File: src/rtl/instr_override.sv
// -----------------------------------------------------------------------------
// instr_override
//
// Registered one-deep instruction stage that can OR a mask into the
// instructions passing through it while a "force window" is open.
//
// Ports
//   clk            single clock, all state updates on its rising edge
//   reset          synchronous active-high reset
//   instruct       incoming instruction code (WIDTH bits)
//   in_valid       instruct is valid this cycle
//   in_ready       stage accepts instruct this cycle (combinational)
//   enabled        force request; opens a force window
//   force_len      window length in cycles after the enabled cycle,
//                  all-ones = unlimited (held until release_req)
//   force_mask     bits ORed into forced instructions
//   release_req    closes any open force window
//   instructA      registered output instruction
//   out_valid      instructA is valid
//   out_ready      downstream accepts instructA
//   forcing        force window currently open (registered)
//   forced_count   saturating count of forced transfers
// -----------------------------------------------------------------------------
module instr_override #(
   parameter int WIDTH = 2,
   parameter int CNT_W = 4
) (
   input  logic             clk,
   input  logic             reset,
   input  logic [WIDTH-1:0] instruct,
   input  logic             in_valid,
   output logic             in_ready,
   input  logic             enabled,
   input  logic [CNT_W-1:0] force_len,
   input  logic [WIDTH-1:0] force_mask,
   input  logic             release_req,
   output logic [WIDTH-1:0] instructA,
   output logic             out_valid,
   input  logic             out_ready,
   output logic             forcing,
   output logic [7:0]       forced_count
);

   typedef enum logic [1:0] {
      IDLE  = 2'd0,
      TIMED = 2'd1,
      HOLD  = 2'd2
   } state_t;

   localparam logic [CNT_W-1:0] LEN_UNLIMITED = '1;
   localparam logic [CNT_W-1:0] CNT_ONE       = CNT_W'(1);

   state_t           state_reg;
   logic [CNT_W-1:0] cnt_reg;
   logic             hold_reg;
   logic             forcing_reg;

   logic [WIDTH-1:0] instr_reg;
   logic             valid_reg;
   logic [7:0]       count_reg;

   logic             xfer;
   logic             force_now;
   logic [WIDTH-1:0] instr_next;

   // The output register can take a new word when it is empty or being drained.
   assign in_ready  = !valid_reg || out_ready;
   assign xfer      = in_valid && in_ready;
   // The enabled cycle itself is forced, as is every cycle of an open window.
   assign force_now = enabled || (cnt_reg != '0) || hold_reg;

   generate
      for (genvar gi = 0; gi < WIDTH; gi++) begin : g_mask
         assign instr_next[gi] = instruct[gi] | (force_now & force_mask[gi]);
      end
   endgenerate

   // Force-window FSM. release_req has priority over enabled; the window
   // counter runs independently of the data handshake.
   always_ff @(posedge clk) begin
      if (reset) begin
         state_reg   <= IDLE;
         cnt_reg     <= '0;
         hold_reg    <= 1'b0;
         forcing_reg <= 1'b0;
      end else if (release_req) begin
         state_reg   <= IDLE;
         cnt_reg     <= '0;
         hold_reg    <= 1'b0;
         forcing_reg <= 1'b0;
      end else if (enabled) begin
         if (force_len == '0) begin
            // Only the enabled cycle is forced; no window follows.
            state_reg   <= IDLE;
            cnt_reg     <= '0;
            hold_reg    <= 1'b0;
            forcing_reg <= 1'b0;
         end else if (force_len == LEN_UNLIMITED) begin
            state_reg   <= HOLD;
            cnt_reg     <= '0;
            hold_reg    <= 1'b1;
            forcing_reg <= 1'b1;
         end else begin
            // Also retriggers an open timed window and converts HOLD to TIMED.
            state_reg   <= TIMED;
            cnt_reg     <= force_len;
            hold_reg    <= 1'b0;
            forcing_reg <= 1'b1;
         end
      end else begin
         case (state_reg)
            TIMED: begin
               cnt_reg <= cnt_reg - CNT_ONE;
               if (cnt_reg == CNT_ONE) begin
                  state_reg   <= IDLE;
                  forcing_reg <= 1'b0;
               end
            end
            default: ;
         endcase
      end
   end

   // Output register and forced-transfer counter.
   always_ff @(posedge clk) begin
      if (reset) begin
         instr_reg <= '0;
         valid_reg <= 1'b0;
         count_reg <= '0;
      end else if (xfer) begin
         instr_reg <= instr_next;
         valid_reg <= 1'b1;
         if (force_now && (count_reg != 8'hFF)) begin
            count_reg <= count_reg + 8'd1;
         end
      end else if (out_ready) begin
         valid_reg <= 1'b0;
      end
   end

   assign instructA    = instr_reg;
   assign out_valid    = valid_reg;
   assign forcing      = forcing_reg;
   assign forced_count = count_reg;

endmodule

File: config.mk
export PLATFORM = sky130hd
export DESIGN_NAME = instr_override
export DESIGN_NICKNAME = d
export VERILOG_FILES = /design/src/rtl/instr_override.sv
export SDC_FILE = /design/constraint.sdc
export NUM_CORES = 1
export LEC_CHECK = 0
export CORE_UTILIZATION = 42
export CTS_BUF_LIST = sky130_fd_sc_hd__clkbuf_8 sky130_fd_sc_hd__clkbuf_16
export CTS_CLUSTER_DIAMETER = 40
export DETAILED_ROUTE_END_ITERATION = 7
export GPL_TIMING_DRIVEN = 0
export PLACE_DENSITY = 0.81
export SLEW_MARGIN = 20
export SYNTH_ARGS = -nofsm -noshare
export SYNTH_HDL_FRONTEND = slang
export SYNTH_SLANG_ARGS = --single-unit
File: constraint.sdc
create_clock -name clk -period 1.65 [get_ports clk]
set_input_delay 0.2475 -clock clk [delete_from_list [all_inputs] [get_ports clk]]
set_output_delay 0.2475 -clock clk [all_outputs]
set_load 0.005 [all_outputs]
==> impl_metrics.json <==
{
  "crit_required_ns": 1.79,
  "layout_commonest_cell": "clkdlybuf4s50_1",
  "grtUsageTotal": 0.1896,
  "hold_slack_ns": 0.4937,
  "drive_above_1_share": 0.1788,
  "cts_tree": "built",
  "route.vias.total": 970,
  "largest_register_ffs": 8,
  "die_x_um": 50.61,
  "vias_per_cell": 5.419,
  "dp_cells": 168,
  "finalMaxSlewViolations": 0,
  "post-route-min-period_ns": 1.793,
  "wl_per_cell_um": 12.33,
  "crit_family": "simple AND/OR/NAND/NOR gates",
  "max-slew-margin-rel": 0.6972,
  "root_buffer": "clkbuf_8",
  "synthesis.area_um2": 992.2,
  "core_mm2": 0.002212,
  "setup_ws_ns": -0.1425,
  "grt_max_degree": 11,
  "cts_buffers": 3,
  "path_buf_inv": 2,
  "synth-edff-count": 0,
  "hold_path.class": "reg2reg",
  "fp.dieH_um": 50.61,
  "clock_path_buffers": 2,
  "diodes": 0,
  "crit_chain": "inv_4, ha_4, or4b_4, o211ai_4, buf_6, nor4_4, mux2_4",
  "drt_iter0_drc": 7,
  "critPathKind": "reg2reg",
  "io_buffers": 26,
  "cts_num_sinks": 19,
  "crit_fanout": 6,
  "finalSetupViolCount": 10,
  "worst_slew_pin_slew_ns": 0.4538,
  "worst_clock_skew_ns": 0.001121,
  "slowest_delay_ns": 0.46,
  "outcome": "finished, violations left",
  "synthFlopType": "dfxtp_1",
  "clk_pin_slew_ns": 0.07,
  "p_per_area_mw_per_mm2": 676.1,
  "stdcell_count": 179,
  "min_period_over_period": 1.086,
  "end_kind": "register",
  "synthCells": 114,
  "globalplace.congestion": 0.8415,
  "async_reset_ff_frac": 0,
  "ant_nets": 0,
  "nNetsFinal": 170,
  "ys_types": 39,
  "p_leak_nw": 0.5071,
  "syn_nets": 132,
  "grt_pass1_wl_um": 3760,
  "dieArea_mm2": 0.002561,
  "slowest_stage": "or4b_4",
  "layout_common_cells": "clkdlybuf4s50_1 (25), dfxtp_1 (17), nor2_1 (12)",
  "rows": 17,
  "finalHoldViolCount": 0,
  "antenna_found_initial": 0,
  "area_growth_pct": 47.16,
  "drc": 0,
  "dpl.hpwl_um": 1584,
  "violations": "setup timing",
  "maxCapViolCount": 0,
  "max_freq_ghz": 0.5579,
  "htree_num_levels": 1,
  "ir_drop_mv": 0.4883,
  "dr.pass1.iters": 4,
  "post-route-util": 0.6601,
  "ys_seq_area_frac": 0.3834,
  "grt_pass1_vias": 917,
  "rsz0062_at_grt": "yes",
  "finalWirelength_um": 2207,
  "fillers": 189,
  "ios": 27,
  "initial_utilization": 0.4485,
  "cp.arrival_ns": 1.94,
  "yosys_warnings": 0,
  "grt_overflow": 0,
  "clock_latency_ns": 0.25,
  "syn_area_per_cell_um2": 8.704,
  "worstSetupStartpointType": "register",
  "ys_ff_latch": 19
}
layer usage:
layer  vias to the layer above  track usage  part of all wire
met1                       456       0.2279              0.43
met4                         0      0.05093             0.012
met5                         -            0                 0
met2                        29       0.3378              0.52
li1                        481            -                 -
met3                         4      0.03939             0.044
final timing paths:
path                                    from              end  slack, ns  cells past startpoint
worst max-delay path              cnt_reg[0]  forced_count[5]      -0.14                      7
worst min-delay path            instructA[0]     instructA[0]       0.49                      2
worst max register to register    cnt_reg[0]  forced_count[5]      -0.14                      7
worst min register to register  instructA[0]     instructA[0]       0.49                      2
power breakdown:
part / switching, W / total (W) / internal (W)
logic: 0.0000772 / 0.000183 / 0.000106
registers: 0.0000151 / 0.000489 / 0.000474
clock network: 0.000150 / 0.000315 / 0.000165
total: 0.000242 / 0.000987 / 0.000745
synthesized netlist by cell type (2+ instances only):
master    instances  area share
a211oi_1          2       0.015
a21oi_1           9       0.045
a31oi_1           2       0.013
dfxtp_1          19        0.38
ha_1              4       0.050
inv_1             4       0.015
mux2_4            2       0.030
mux2i_1           2       0.020
nand2_1           8       0.030
nand2b_1          6       0.038
nand3_1           4       0.020
nor2_1           12       0.045
nor2b_1           5       0.032
nor3_1            4       0.020
nor4_1            2       0.013
o31ai_1           3       0.023
or2_1             2       0.013
or3_1             2       0.013
xnor2_1           2       0.018
per-stage QoR:
stage / total power [W] / setup WS, ns / setup TNS [ns] / cell area (um2)
3_5_place_dp: 0.0006550 / -0.4887 / -3.548 / 1301
6_report: 0.0009871 / -0.1425 / -0.8036 / 1460
4_1_cts: 0.0009936 / -0.1263 / -0.6470 / 1441
3_3_place_gp: 0.0006510 / -0.4774 / -3.433 / 1301
2_1_floorplan: 0.0005784 / -0.09593 / -0.1891 / 1006
5_1_grt: 0.001032 / -0.1965 / -1.531 / 1460
final cells by class:
type / count / area, um2 / share of cell area
Sequential cell: 19 / 385.4 / 0.2639
Inverter: 4 / 17.52 / 0.01200
Tap cell: 28 / 35.03 / 0.02399
Clock buffer: 3 / 41.29 / 0.02828
Clock inverter: 1 / 3.754 / 0.002571
Buffer: 3 / 18.77 / 0.01285
Multi-Input combinational cell: 88 / 646.9 / 0.4430
Timing Repair Buffer: 33 / 311.5 / 0.2134
tightest hold or removal path, stage by stage (launching register included):
cell and delay (ns):
dfxtp_1 0.31, nor2_1 0.09, nor3_1 0.05
cells by family after synthesis:
| kind of cell | after synthesis | share of synthesized area |
|---|---|---|
| multiplexers | 4 | 0.05044 |
| AO/OA/AOI/OAI | 22 | 0.1501 |
| adder cells (fa/ha/maj) | 4 | 0.05044 |
| buffers and inverters | 7 | 0.03404 |
| XOR/XNOR | 3 | 0.02649 |
| AND/OR/NAND/NOR | 55 | 0.3052 |
| flip-flops | 19 | 0.3833 |
repair_timing:
action / in CTS / in global routing
hold buffers: 0 / 0
hold endpoints to repair: 0 / 0
buffers inserted: 7 / 0
pin swaps: 5 / 1
setup endpoints to repair: 11 / 10
gates resized for setup: 10 / 3
Power figures use the tool's default switching activity.
